==> config.mk <==
export PLATFORM = sky130hd
export DESIGN_NAME = instr_fetch_seq_flat
export DESIGN_NICKNAME = d
export VERILOG_FILES = /design/src/rtl/instr_fetch_seq_if.sv /design/src/rtl/instr_fetch_seq.sv /design/src/flat_wrapper.sv
export SDC_FILE = /design/constraint.sdc
export NUM_CORES = 1
export LEC_CHECK = 0
export CORE_UTILIZATION = 30
export CTS_CLUSTER_SIZE = 24
export DETAILED_ROUTE_END_ITERATION = 8
export PLACE_DENSITY = 0.57
export SYNTH_ARGS = -nofsm -noshare
export SYNTH_HDL_FRONTEND = slang
export SYNTH_SLANG_ARGS = --single-unit
==> constraint.sdc <==
create_clock -name Clock -period 6.1 [get_ports Clock]
set_input_delay 1.22 -clock Clock [delete_from_list [all_inputs] [get_ports Clock]]
set_output_delay 1.22 -clock Clock [all_outputs]
set_load 0.02 [all_outputs]
==> src/rtl/instr_fetch_seq_if.sv <==
// Fetch-to-ROM / fetch-to-execute signal bundle for instr_fetch_seq.
// Carries oStallCount only when FETCH_STALL_CNT_EN is defined.
interface instr_fetch_seq_if #(
    parameter int ADDR_W  = 10,
    parameter int INSTR_W = 32
);
    logic                iEnable;
    logic [ADDR_W-1:0]   oAddress;
    logic [INSTR_W-1:0]  iInstruction;
    logic [INSTR_W-1:0]  oInstruction;
    logic                oValid;
    logic                iReady;
    logic                iRedirect;
    logic [ADDR_W-1:0]   iRedirectAddr;
`ifdef FETCH_STALL_CNT_EN
    logic [15:0]         oStallCount;

    modport master (
        input  iEnable, iInstruction, iReady, iRedirect, iRedirectAddr,
        output oAddress, oInstruction, oValid, oStallCount
    );
    modport slave (
        output iEnable, iInstruction, iReady, iRedirect, iRedirectAddr,
        input  oAddress, oInstruction, oValid, oStallCount
    );
`else
    modport master (
        input  iEnable, iInstruction, iReady, iRedirect, iRedirectAddr,
        output oAddress, oInstruction, oValid
    );
    modport slave (
        output iEnable, iInstruction, iReady, iRedirect, iRedirectAddr,
        input  oAddress, oInstruction, oValid
    );
`endif
endinterface

==> src/rtl/instr_fetch_seq.sv <==
// Instruction fetch sequencer: owns the PC, resolves JMP in fetch, runs NOP delays locally.
// Optional FETCH_STALL_CNT_EN adds a saturating back-pressure cycle counter (oStallCount).
module instr_fetch_seq #(
    parameter int         ADDR_W  = 10,
    parameter int         INSTR_W = 32,
    parameter int         DELAY_W = 24,
    parameter logic [7:0] OPC_NOP = 8'h00,
    parameter logic [7:0] OPC_JMP = 8'h01
) (
    input  logic              Clock,
    input  logic              Reset,
    instr_fetch_seq_if.master bus
);

    typedef enum logic {S_RUN, S_WAIT} state_t;

    state_t               state_q, state_d;
    logic [ADDR_W-1:0]    pc_q, pc_d;
    logic [DELAY_W-1:0]   cnt_q, cnt_d;
    logic [INSTR_W-1:0]   instr_q, instr_d;
    logic                 valid_q, valid_d;

    logic [7:0]           opcode;
    logic [DELAY_W-1:0]   delay;
    logic [ADDR_W-1:0]    jmp_target;
    logic                 slot_free;

    assign opcode    = bus.iInstruction[INSTR_W-1 -: 8];
    assign delay     = bus.iInstruction[DELAY_W-1:0];
    assign slot_free = !valid_q || bus.iReady;

    // Zero-extend or truncate the 8-bit jump field to the PC width.
    always_comb begin
        jmp_target = '0;
        for (int i = 0; i < ADDR_W && i < 8; i++) begin
            jmp_target[i] = bus.iInstruction[16+i];
        end
    end

    always_comb begin
        state_d = state_q;
        pc_d    = pc_q;
        cnt_d   = cnt_q;
        instr_d = instr_q;
        valid_d = valid_q;

        if (bus.iRedirect) begin
            pc_d    = bus.iRedirectAddr;
            valid_d = 1'b0;
            state_d = S_RUN;
            cnt_d   = '0;
        end else begin
            if (valid_q && bus.iReady) begin
                valid_d = 1'b0;
            end
            if (bus.iEnable) begin
                case (state_q)
                    S_RUN: begin
                        if (slot_free) begin
                            if (opcode == OPC_JMP) begin
                                pc_d = jmp_target;
                            end else if (opcode == OPC_NOP && delay != '0) begin
                                pc_d    = pc_q + ADDR_W'(1);
                                cnt_d   = delay;
                                state_d = S_WAIT;
                            end else begin
                                instr_d = bus.iInstruction;
                                valid_d = 1'b1;
                                pc_d    = pc_q + ADDR_W'(1);
                            end
                        end
                    end
                    S_WAIT: begin
                        // Counter holds remaining wait cycles; the last one returns to RUN.
                        if (cnt_q <= DELAY_W'(1)) begin
                            cnt_d   = '0;
                            state_d = S_RUN;
                        end else begin
                            cnt_d = cnt_q - DELAY_W'(1);
                        end
                    end
                    default: state_d = S_RUN;
                endcase
            end
        end
    end

    always_ff @(posedge Clock or negedge Reset) begin
        if (!Reset) begin
            state_q <= S_RUN;
            pc_q    <= '0;
            cnt_q   <= '0;
            instr_q <= '0;
            valid_q <= 1'b0;
        end else begin
            state_q <= state_d;
            pc_q    <= pc_d;
            cnt_q   <= cnt_d;
            instr_q <= instr_d;
            valid_q <= valid_d;
        end
    end

    assign bus.oAddress     = pc_q;
    assign bus.oInstruction = instr_q;
    assign bus.oValid       = valid_q;

`ifdef FETCH_STALL_CNT_EN
    logic [15:0] stall_q, stall_d;

    always_comb begin
        stall_d = stall_q;
        if (bus.iRedirect) begin
            stall_d = '0;
        end else if (valid_q && !bus.iReady && stall_q != 16'hFFFF) begin
            stall_d = stall_q + 16'd1;
        end
    end

    always_ff @(posedge Clock or negedge Reset) begin
        if (!Reset) begin
            stall_q <= '0;
        end else begin
            stall_q <= stall_d;
        end
    end

    assign bus.oStallCount = stall_q;
`endif

endmodule
==> src/flat_wrapper.sv <==
// flat-port wrapper written by rule: the top's interface ports become plain ports
module instr_fetch_seq_flat 
#(
    parameter int         ADDR_W  = 10,
    parameter int         INSTR_W = 32,
    parameter int         DELAY_W = 24,
    parameter logic [7:0] OPC_NOP = 8'h00,
    parameter logic [7:0] OPC_JMP = 8'h01
)
  (Clock, Reset, bus_iEnable, bus_iInstruction, bus_iReady, bus_iRedirect, bus_iRedirectAddr, bus_oAddress, bus_oInstruction, bus_oValid);
  instr_fetch_seq_if #(.ADDR_W(ADDR_W), .INSTR_W(INSTR_W)) bus_i ();
  input  logic Clock;
  input  logic Reset;
  input wire logic [$bits(bus_i.iEnable)-1:0] bus_iEnable;
  input wire logic [$bits(bus_i.iInstruction)-1:0] bus_iInstruction;
  input wire logic [$bits(bus_i.iReady)-1:0] bus_iReady;
  input wire logic [$bits(bus_i.iRedirect)-1:0] bus_iRedirect;
  input wire logic [$bits(bus_i.iRedirectAddr)-1:0] bus_iRedirectAddr;
  output wire logic [$bits(bus_i.oAddress)-1:0] bus_oAddress;
  output wire logic [$bits(bus_i.oInstruction)-1:0] bus_oInstruction;
  output wire logic [$bits(bus_i.oValid)-1:0] bus_oValid;
  assign bus_i.iEnable = bus_iEnable;
  assign bus_i.iInstruction = bus_iInstruction;
  assign bus_i.iReady = bus_iReady;
  assign bus_i.iRedirect = bus_iRedirect;
  assign bus_i.iRedirectAddr = bus_iRedirectAddr;
  assign bus_oAddress = bus_i.oAddress;
  assign bus_oInstruction = bus_i.oInstruction;
  assign bus_oValid = bus_i.oValid;
  instr_fetch_seq #(.ADDR_W(ADDR_W), .INSTR_W(INSTR_W), .DELAY_W(DELAY_W), .OPC_NOP(OPC_NOP), .OPC_JMP(OPC_JMP)) u_core (.Clock(Clock), .Reset(Reset), .bus(bus_i));
endmodule
== Yosys cells after proc, flatten, opt, wreduce, memory -nomap -nowiden ==
Index checks and enable logic that the tools add are counted.

* Bits in registers: 68
* Input bits: 47

* Add/sub/neg operators: 2
* Magnitude comparators: 1
* Equal/unequal tests: 5
* Mux-type cells: 26
* Bitwise gates (word level): 4
* Reduce and logical (&&, ||, !) cells: 11

{| class="wikitable"
|+ Operators by type and width
! kind !! count
|-
| 2-to-1 mux 24 bit || 6
|-
| 2-to-1 mux 10 bit || 5
|-
| one-hot mux 24 bit (2 select lines) || 1
|-
| less-or-equal comparator 24 x 1 -> 1 bit (second input constant) || 1
|-
| nonzero test 24 bit || 1
|-
| subtractor 24 x 1 -> 24 bit (second input constant) || 1
|-
| 2-to-1 mux 1 bit || 13
|-
| adder 10 x 1 -> 10 bit (second input constant) || 1
|-
| equality test 8 x 1 -> 1 bit (second input constant) || 1
|-
| zero test 8 bit || 1
|-
| inequality test 3 x 2 -> 1 bit (second input constant) || 2
|-
| AND reduction 6 bit || 1
|-
| NOT 1 bit || 4
|-
| AND reduction 4 bit || 1
|-
| nonzero test 2 bit || 2
|-
| inequality test 3 bit (second input constant) || 1
|-
| AND reduction 3 bit || 1
|-
| logical AND 1 bit || 2
|-
| inequality test 2 bit (second input constant) || 1
|-
| one-hot mux 1 bit (2 select lines) || 1
|-
| zero test 1 bit || 1
|-
| logical OR 1 bit || 1
|}

== Logic depth before layout (Yosys ltp) ==
Gate-level depths: netlist (run 1).

* Word-level depth: 8
* Gate-level depth with buffers: 8
* Gate-level depth less buffers: 7

== Worst setup path after synthesis (run 1) ==
OpenSTA, ideal clock, no wires.

* Kind: input -> register
* Start point: input port bus_iInstruction[27]
* End point: register u_core.instr_q[0] (netlist: u_core.bus.oInstruction[0])
* Setup time: 125 ps
* Data arrival time: 2956 ps
* Data required time: 5975 ps
* Path slack: 3020 ps
* Stages: 5
* Cell sequence: or4_4 -> or4_4 -> o21ai_2 -> buf_6 -> mux2_2

* Cells in the longest elaborated chain, start to end: 4
* Elaborated cells between the ends (all ways): 6
* Classes of those cells: eq/ne (1); bitwise (2); reduce/logical (3)

{| class="wikitable"
|+ Ends and longest elaborated chain
! item !! RTL line !! RTL
|-
| start, declared || flat_wrapper.sv:15 || <nowiki>input wire logic [$bits(bus_i.iInstruction)-1:0] bus_iInstruction;</nowiki>
|-
| zero test 8 bit || instr_fetch_seq.sv:62 || <nowiki>end else if (opcode == OPC_NOP && delay != '0) begin</nowiki>
|-
| logical AND 1 bit || instr_fetch_seq.sv:62 ||
|-
| NOT 1 bit (no source line) || - ||
|-
| AND reduction 6 bit (no source line) (*) || - ||
|-
| end signal, assigned || instr_fetch_seq.sv:99 || <nowiki>instr_q <= instr_d;</nowiki>
|-
| end, declared || instr_fetch_seq.sv:20 || <nowiki>logic [INSTR_W-1:0] instr_q, instr_d;</nowiki>
|}

Mark *: on every way between the ends. The rest lies on a longest branch, timed or not.
A chain may end at the register's enable or synchronous reset.

== Worst setup path after layout (run 1) ==
* Start point: input port bus_iInstruction[22]
* End point: register u_core.cnt_q[10]

* Cells in the longest elaborated chain, start to end: 4

{| class="wikitable"
|+ Ends and longest elaborated chain
! item !! RTL line !! RTL
|-
| nonzero test 24 bit || instr_fetch_seq.sv:62 ||
|-
| logical AND 1 bit || instr_fetch_seq.sv:62 ||
|-
| inequality test 3 x 2 -> 1 bit (no source line) || - ||
|-
| AND reduction 4 bit (no source line) || - ||
|-
| end signal, assigned || instr_fetch_seq.sv:98 || <nowiki>cnt_q <= cnt_d;</nowiki>
|-
| end, declared || instr_fetch_seq.sv:19 || <nowiki>logic [DELAY_W-1:0] cnt_q, cnt_d;</nowiki>
|}

No other way between the ends.

==> metrics.cfg, run 1 <==
[finish]
design_area_um2=5104
drive_above_1_share_pct=12.94
diodes=0
syn2layout_area_growth_pct=35.74
nets=501

[synthesis]
synth_largest_area_cell=dfrtp_1
ys_seq_elements=68
postSynthCellCount=368
synth_cell_types=53
synthFlopType=dfrtp_1
synth_seq_area_share_pct=45.26
synth_edf_count=0
avgSynthCellArea_um2=10.22
yosysTopAreaCellShare_pct=45.26
yosys_warnings=0
yosys-top-cells-area=dfrtp_1 45%, mux2_2 9.0%, o2bb2ai_1 4.0%
syn-cell-area_um2=3760
async_flop_share_pct=100.0
syn_nets=418

[grt]
grt_max_degree=69
grt_antenna_before_repair=0
grt_pass1_vias=3468
grt_overflow=0
grt_pass1_wl_um=18950
grt_util_all_layers_pct=18.93

[sta]
tns_ns=0
max_slew.worst_pin.slew_ns=1.005
finClkSkew_ns=0.01018
drv_slew=0
whs_ns=0.4987
max_slew_margin_pct=32.93
rsz0062_at_grt=false
max_freq_mhz=250.6
period_share_pct=65.41
layout_min_cycle_time_ns=3.990
setup_viol=0
hold_viol=0

[drt]
ant_nets=0
first_pass_iters=5
met3_length_um=632
drtIter0Drc=275
drt-total-wl_um=11820
vias=3505
wl_met1_um=5369
route.detailed.drc=0
viasPerCell=5.617
highest_layer=met4
wl_met2_um=5545
wire_per_inst_um=18.94

[die]
boundaryPins=90
coreArea_um2=12110
num_rows=40
initial_core_util_pct=31.04
die_x_um=114.0
chipHeight_um=114.0
die_area_um2=12980

[critical_path]
critical_path_class=primary input to flip-flop
crit_path_end_kind=flip-flop
worst_setup_path_start_kind=primary input
worstPathArrival_ns=4.18
cp.required_ns=6.29
critPathMaxFanout=21

[job]
drv_cap=0

[clock_tree]
htreeDepth=3
clockBufferDepth=2
cts.repair.resized=0
cts_buffers=9
clock_sinks=68
cts_tree=yes
clockRootBuffer=clkbuf_16
clock_latency_ns=0.34
hold_buffers=0
clkTransAtPathRegs_ns=0.06
postCtsSetupRepairBufs=0

[worst_hold_path]
worstHoldPathType=flip-flop to flip-flop

[placement]
placed_cell_area_um2=4782
portBuffers=89
gp_congestion=0.8354
hpwl_um=8193

[pwr]
ir_worst_vdd_v=0.0001373
power_mw=1.505
p_per_area_nw_per_um2=294.8
p_leak_nw=1.967

[run_status]
status=finished, final reports clean

cells by family after synthesis:
family / Yosys count / share of synthesized area, %
XOR/XNOR: 6 / 1.398
adder cells (fa/ha/maj): 3 / 0.9984
AO/OA/AOI/OAI: 106 / 21.10
multiplexers: 35 / 10.38
AND/OR/NAND/NOR: 121 / 17.24
buffers and inverters: 29 / 3.627
flip-flops: 68 / 45.26
cells in the final DEF, fill, tap and decap left out, drive strengths merged, types with 6 or more instances in the layout:
cell           netlist  routed
nand2               21      21
a32oi                6       6
a21oi               14      14
nor2                28      28
clkdlybuf4s50        0      88
a22oi               15      15
clkbuf              14       9
dfrtp               68      68
nor4                17      17
o2bb2ai             17      17
inv                  8      10
o22ai               20      20
nor3                24      24
a22o                 6       6
mux2                32      32
nand3                6       6
power breakdown:
part	total (mW)	switching (mW)	internal, mW	leakage [nW]
sequential	0.557	0.0472	0.509	0.830
combinational	0.373	0.192	0.181	0.977
clock	0.575	0.215	0.360	0.160
total	1.50	0.454	1.05	1.97
per-layer routing:
layer / global-route usage [%] / up-vias
met4: 7.706 / 0
met5: 0 / -
met1: 25.95 / 1726
li1: - / 1614
met2: 29.54 / 139
met3: 3.294 / 26
stage by stage:
step / setup WS (ns) / std cells / utilization (%)
2_1_floorplan: 3.020 / 368 / -
3_3_place_gp: 1.861 / 608 / 39.48
3_5_place_dp: 1.733 / 608 / 39.48
4_1_cts: 2.099 / 624 / 42.14
5_1_grt: 1.901 / 624 / 42.14
6_report: 2.110 / 624 / 42.14
final cells by class:
type                       instances  area, µm²
fill                            1198       7008
inverter                           8      30.03
clock inverter                     7      96.34
timing repair buffer              93      915.9
tap                              168      210.2
sequential                        68       1702
clock buffer                       9      225.2
multi-input combinational        271       1924
registers in the layout, summed over array words and instances, names as in the netlist:
register                 count
u_core.bus.oInstruction     32
u_core.cnt_q                24
u_core.bus.oAddress         10
u_core.bus.oValid            1
u_core.state_q               1
synth_stat cells, types with 6 or more instances:
cell,number
a21oi_1,13
a22o_1,6
a22oi_1,15
a32oi_1,6
clkbuf_1,14
dfrtp_1,68
inv_1,8
mux2_2,30
nand2_1,21
nand3_1,6
nor2_1,28
nor3_1,24
nor4_1,15
o22ai_1,20
o2bb2ai_1,17
worst max-delay path, stage by stage:
cell and delay [ns]:
clkdlybuf4s50_1 0.54, nor4_1 0.42, nand4_1 0.27, o2111a_1 0.62, nor2_1 0.65, buf_4 0.33
o221ai_1 0.12
final timing paths:
path / to / startpoint / cells past startpoint / slack, ns
min in group asynchronous: u_core.bus.oInstruction[29] / Reset / 2 / 1.07
min: u_core.cnt_q[15] / u_core.cnt_q[15] / 1 / 0.50
max: u_core.cnt_q[10] / bus_iInstruction[22] / 7 / 2.11
max in group asynchronous: u_core.cnt_q[21] / Reset / 2 / 4.44
max reg2reg: u_core.cnt_q[14] / u_core.cnt_q[0] / 7 / 3.58
min reg2reg: u_core.cnt_q[15] / u_core.cnt_q[15] / 1 / 0.50
No activity file was read; power rests on OpenSTA's default activity.
==> run 2, diff against run 1 <==
- clock period: 6.1 -> 3.92 ns (I/O delays scaled with it)
==> run 2 against run 1 <==
Net effect:
- final area up 0.51%
- largest power group is now sequential cells
- sequential power rose by 56%
- register-to-register slack lost 2.2 ns
- critical endpoint is now u_core.bus.oInstruction[21]
- clock-buffer cell count grew 2
- clock power is 31% higher
- sequential cell count unchanged
- wire length is 0.19% lower
==> metrics.cfg, run 2 (synthesis results as in run 1) <==
[job]
drv_cap=0  ; unchanged

[drt]
ant_nets=0  ; unchanged
route.detailed.drc=0  ; unchanged
viasPerCell=5.487  ; -2.3%
drtIter0Drc=258  ; -6.2%
first_pass_iters=5  ; unchanged
vias=3462  ; -1.2%
drt-total-wl_um=11790  ; -0.19%
wire_per_inst_um=18.69  ; -1.3%

[sta]
drv_slew=0  ; unchanged
layout_min_cycle_time_ns=2.858
period_share_pct=72.91
setup_viol=0  ; unchanged
finClkSkew_ns=0.007429  ; -0.002752 ns
max_freq_mhz=349.9
max_slew_margin_pct=40.61  ; +7.7 points
hold_viol=0  ; unchanged
rsz0062_at_grt=false
max_slew.worst_pin.slew_ns=0.8909  ; -0.1141 ns
tns_ns=0  ; unchanged

[die]
initial_core_util_pct=31.04  ; unchanged
die_area_um2=12980  ; unchanged
boundaryPins=90  ; unchanged
coreArea_um2=12110  ; unchanged
die_x_um=114.0  ; unchanged
chipHeight_um=114.0  ; unchanged
num_rows=40  ; unchanged

[worst_hold_path]
worstHoldEndpoint=u_core.bus.oInstruction[2]
holdPathStages=1  ; unchanged
worstHoldStart=u_core.bus.oInstruction[2]
worstHoldPathType=flip-flop to flip-flop

[finish]
layout_commonest_cell=clkdlybuf4s50_1
diodes=0  ; unchanged
largest_reg_flops=32  ; unchanged
fillers=1211  ; +1.1%
final_cell_mix=88 x clkdlybuf4s50_1, 68 x dfrtp_1, 30 x mux2_2
syn2layout_area_growth_pct=36.44
nets=509  ; +1.6%
layout.cells.non_filler=631  ; +1.1%
drive_above_1_share_pct=14.04  ; +1.1 points

[clock_tree]
clockBufferDepth=2  ; unchanged
clock_latency_ns=0.33  ; about the same
cts_buffers=9  ; unchanged
cts.repair.resized=0  ; unchanged
cts_tree=yes
postCtsSetupRepairBufs=0  ; unchanged
hold_buffers=0  ; unchanged
clock_sinks=68  ; unchanged
clockRootBuffer=clkbuf_16
clkTransAtPathRegs_ns=0.05  ; about the same
htreeDepth=3  ; unchanged

[grt]
grt_max_degree=69  ; unchanged
grt_pass1_vias=3496  ; +0.81%
grt_antenna_before_repair=0  ; unchanged
grt_util_all_layers_pct=19.03  ; +0.11 points
grt_pass1_wl_um=19040  ; +0.47%
grt_overflow=0  ; unchanged

[placement]
dpl.cell_count=616  ; +1.3%
hpwl_um=8301  ; +1.3%
gp_congestion=0.8395  ; +0.49%
portBuffers=89  ; unchanged

[critical_path]
reg2reg_depth=5  ; -2
crit_path_end_kind=flip-flop
critical_path_class=primary input to flip-flop
worst_setup_path_start_kind=primary input
cp.required_ns=4.13  ; -2.16 ns
critPathMaxFanout=31  ; +48%
r2r_end=u_core.cnt_q[18]
r2r-start=u_core.cnt_q[6]
worstPathArrival_ns=3.07  ; -1.11 ns
reg2reg_setup_slack_ns=1.40  ; -2.18 ns

[pwr]
p_per_area_nw_per_um2=431.4  ; +46%
ir_worst_vdd_v=0.0001883  ; +37%
p_leak_nw=1.986  ; +0.97%

[run_status]
status=finished, final reports clean

==> run 2: cell types whose count changed in the layout (fill, tap and decap cells not counted) <==
cell / before / now
clkinv_4: 1 / 0
buf_4: 4 / 11
clkbuf_8: 0 / 2
buf_12: 0 / 1
clkinvlp_4: 0 / 2
nor2_2: 1 / 0
inv_6: 2 / 0
bufinv_16: 2 / 0
nor2_1: 27 / 28
==> run 2: through the flow <==
step	util [%]	hold slack (ns)	worst slack (ns)	area, µm²	total power, mW
2_1_floorplan	-	0.4574	1.276	3760	1.168
3_3_place_gp	40.06	0.4849	0.7619	4852	1.463
3_5_place_dp	40.06	0.4849	0.7154	4852	1.468
4_1_cts	42.36	0.5014	1.060	5130	2.236
5_1_grt	42.36	0.5202	0.9746	5130	2.318
6_report	42.36	0.4981	1.062	5130	2.213
==> run 2: worst max path at each step <==
stage                              start                     endpoint  slack [ns]  cells after the start
detailed placement  bus_iInstruction[27]  u_core.bus.oInstruction[16]        0.72                      6
floorplan           bus_iInstruction[27]   u_core.bus.oInstruction[0]        1.28                      5
finish              bus_iInstruction[27]  u_core.bus.oInstruction[21]        1.06                      6
global placement    bus_iInstruction[27]  u_core.bus.oInstruction[27]        0.76                      6
CTS                 bus_iInstruction[27]  u_core.bus.oInstruction[21]        1.06                      6
global route        bus_iInstruction[27]             u_core.cnt_q[12]        0.97                      7
==> run 2: worst max-delay path, stage by stage <==
cell	delay [ns]
clkdlybuf4s50_1	0.43
or4_4	0.57
or4_4	0.48
o21ai_2	0.20
buf_12	0.22
mux2_2	0.36
==> run 2: layer usage <==
layer / global-route usage [%] / up-vias / part of all wire (%)
met3: 3.188 / 8 / 6.0
met4: 7.273 / 0 / 1.0
met1: 27.07 / 1700 / 46
met5: 0 / - / 0
li1: - / 1631 / -
met2: 28.85 / 123 / 47
==> run 2: final cells by class <==
| type | count | area [µm²] | area share [%] |
|---|---|---|---|
| Multi-Input combinational cell | 271 | 1922 | 37.46 |
| Sequential cell | 68 | 1702 | 33.17 |
| Timing Repair Buffer | 101 | 988.4 | 19.27 |
| Clock buffer | 11 | 252.7 | 4.927 |
| Tap cell | 168 | 210.2 | 4.098 |
| Inverter | 8 | 30.03 | 0.5854 |
| Clock inverter | 4 | 25.02 | 0.4878 |
==> run 2: where the power goes <==
part | internal [mW] | leakage (nW) | switching [mW]
Sequential | 0.793 | 0.830 | 0.0764
Clock | 0.456 | 0.133 | 0.300
Combinational | 0.289 | 1.02 | 0.298
Total | 1.54 | 1.99 | 0.674
==> run 3, diff against run 2 <==
- PLACE_DENSITY: 0.57 -> 0.59
- clock period: 3.92 -> 2.4 ns (I/O delays scaled with it)
==> run 3 against run 2 <==
Net effect:
- first-iteration DRC count grew 28%
- critical path depth grew 3
- wire length grew 14%
- utilization grew 6.0 points
- critical path type unchanged
- highest routed layer unchanged
==> metrics.cfg, run 3 (synthesis results as in run 1) <==
[placement]
hpwl_um=9507  ; +15%
gp_congestion=0.8737  ; +4.1%
pre_cts_slack_ns=-0.4928  ; -1.208 ns
placed_cell_area_um2=5290  ; +9.0%
portBuffers=89  ; unchanged

[critical_path]
cp_top_family=simple AND/OR/NAND/NOR gates
cp.required_ns=2.62  ; -1.51 ns
cp_slowest_cell=clkdlybuf4s50_1
reg2reg_depth=6  ; +1
critPathBufInv=4  ; +2
crit_top_cell=buf_12
crit_path_end_kind=flip-flop
reg2reg_setup_slack_ns=0.21  ; -1.19 ns
critPathMaxFanout=5  ; -84%
critical_path_class=primary input to flip-flop
max_stage_delay_ns=0.44  ; -0.13 ns
worstPathArrival_ns=2.59  ; -0.48 ns
worst-path-stages=9  ; +3
worst_setup_path_start_kind=primary input
path_cells=clkdlybuf4s50_1 -> nor4_2 -> nand4_1 -> nor3_4 -> o21ai_4 -> buf_12 -> buf_12 -> buf_16 -> mux2_4

[die]
coreArea_um2=12110  ; unchanged
initial_core_util_pct=31.04  ; unchanged
num_rows=40  ; unchanged
boundaryPins=90  ; unchanged
chipHeight_um=114.0  ; unchanged
die_area_um2=12980  ; unchanged
die_x_um=114.0  ; unchanged

[finish]
largest_reg_flops=32  ; unchanged
nets=575  ; +13%
design_area_um2=5859  ; +14%
syn2layout_area_growth_pct=55.84
utilization_pct=48.38  ; +6.0 points
final_cell_mix=75 x clkdlybuf4s50_1, 68 x buf_4, 68 x dfrtp_1
diodes=0  ; unchanged
layout_commonest_cell=clkdlybuf4s50_1
drive_above_1_share_pct=26.79  ; +13 points

[sta]
max_slew_margin_pct=55.70  ; +15 points
drv_slew=0  ; unchanged
rsz0062_at_grt=true
hold_viol=0  ; unchanged
period_share_pct=98.56
finClkSkew_ns=0.008821  ; +0.001392 ns
layout_min_cycle_time_ns=2.365
finalWorstSetupSlack_ns=0.03467  ; -1.027 ns
max_freq_mhz=422.8
max_slew.worst_pin.slew_ns=0.6613  ; -0.2295 ns
setup_viol=0  ; unchanged
tns_ns=0  ; unchanged

[drt]
first_pass_iters=4  ; -1
drtIter0Drc=330  ; +28%
viasPerCell=5.441  ; -0.83%
ant_nets=0  ; unchanged
wire_per_inst_um=19.20  ; +2.7%
vias=3798  ; +9.7%
route.detailed.drc=0  ; unchanged
drt-total-wl_um=13400  ; +14%

[job]
drv_cap=0  ; unchanged

[clock_tree]
cts_tree=yes
clockRootBuffer=clkbuf_16
htreeDepth=3  ; unchanged
cts_buffers=9  ; unchanged
clkTransAtPathRegs_ns=0.06  ; about the same
clock_latency_ns=0.34  ; about the same
clock_sinks=68  ; unchanged
hold_buffers=0  ; unchanged
clockBufferDepth=2  ; unchanged

[pwr]
seq_power_share_pct=36.9  ; -2.4 points
power_mw=3.858  ; +74%
p_clk_share_pct=35.0  ; +0.8 points
netSwitchingFraction_pct=30.94  ; +0.47 points
switching_power_mw=1.194  ; +77%
p_int_mw=2.664  ; +73%
p_per_area_nw_per_um2=658.4  ; +53%
ir_worst_vdd_v=0.0003641  ; +93%
p_leak_nw=2.457  ; +24%
combinationalPowerShare_pct=28.1  ; +1.6 points

[grt]
grt_antenna_before_repair=0  ; unchanged
grt_overflow=0  ; unchanged
grt_max_degree=27  ; -61%
grt_pass1_wl_um=21010  ; +10%
grt_util_all_layers_pct=21.48  ; +2.4 points
grt_pass1_vias=3805  ; +8.8%

[worst_hold_path]
worstHoldPathType=primary input to asynchronous set/reset pin

[run_status]
status=finished, final reports clean

-- run 3: cell types whose count changed in the layout (fill, tap and decap cells not counted), sizes merged, moves of 4 or more --
cell / change
buf: +66
clkdlybuf4s50: -13
dlymetal6s2s: +7
dlygate4sd2: +4
-- run 3: cell type report --
type / count / area (µm²)
Fill cell: 1183 / 6252
Multi-Input combinational cell: 271 / 1993
Sequential cell: 68 / 1702
Timing Repair Buffer: 167 / 1624
Clock buffer: 9 / 225.2
Tap cell: 168 / 210.2
Clock inverter: 7 / 75.07
Inverter: 8 / 30.03
-- run 3: worst register-to-register path, delay by kind of cell, from the launching register on --
family	cells	cell delay (ns)
AO/OA/AOI/OAI	3	0.73
buffers and inverters	1	0.16
flip-flops	1	0.42
multiplexers	1	0.26
AND/OR/NAND/NOR	1	0.50
-- run 3: routing by layer --
| metal | routed length [µm] | up-vias | GRT usage, % |
|---|---|---|---|
| met3 | 676 | 31 | 3.826 |
| met2 | 6470 | 143 | 34.59 |
| met1 | 5737 | 1857 | 27.70 |
| li1 | - | 1767 | - |
| met5 | 0 | - | 0 |
| met4 | 514 | 0 | 10.91 |
-- run 3: power by group through the flow --
stage,combinational [mW],clock (mW),sequential (mW)
5_1_grt,1.15,1.43,1.44
3_5_place_dp,1.03,0,1.44
2_1_floorplan,0.351,0,1.56
3_3_place_gp,1.02,0,1.44
6_report,1.08,1.35,1.42
4_1_cts,1.08,1.38,1.42
-- run 3: path summary, 6_finish.rpt --
check,start,to
worst max-delay path,bus_iInstruction[2],u_core.bus.oInstruction[1]
min in group Clock,bus_iInstruction[28],u_core.bus.oInstruction[28]
worst max register to register,u_core.cnt_q[18],u_core.cnt_q[1]
worst min-delay path,Reset,u_core.bus.oInstruction[31]
worst min register to register,u_core.bus.oInstruction[22],u_core.bus.oInstruction[22]
max in group asynchronous,Reset,u_core.bus.oAddress[4]
-- run 3: stage by stage --
step           std cells  hold WS (ns)
2_1_floorplan        368        0.1844
3_3_place_gp         671        0.4750
3_5_place_dp         671        0.4846
4_1_cts              697        0.1464
5_1_grt              698        0.1731
6_report             698        0.1393
-- run 3: repair_timing --
action	CTS	global route
resized for setup	18	15
buffers inserted	7	1
pin swaps	7	8
gates cloned	3	0
hold endpoints to repair	0	0
setup endpoints to repair	33	55
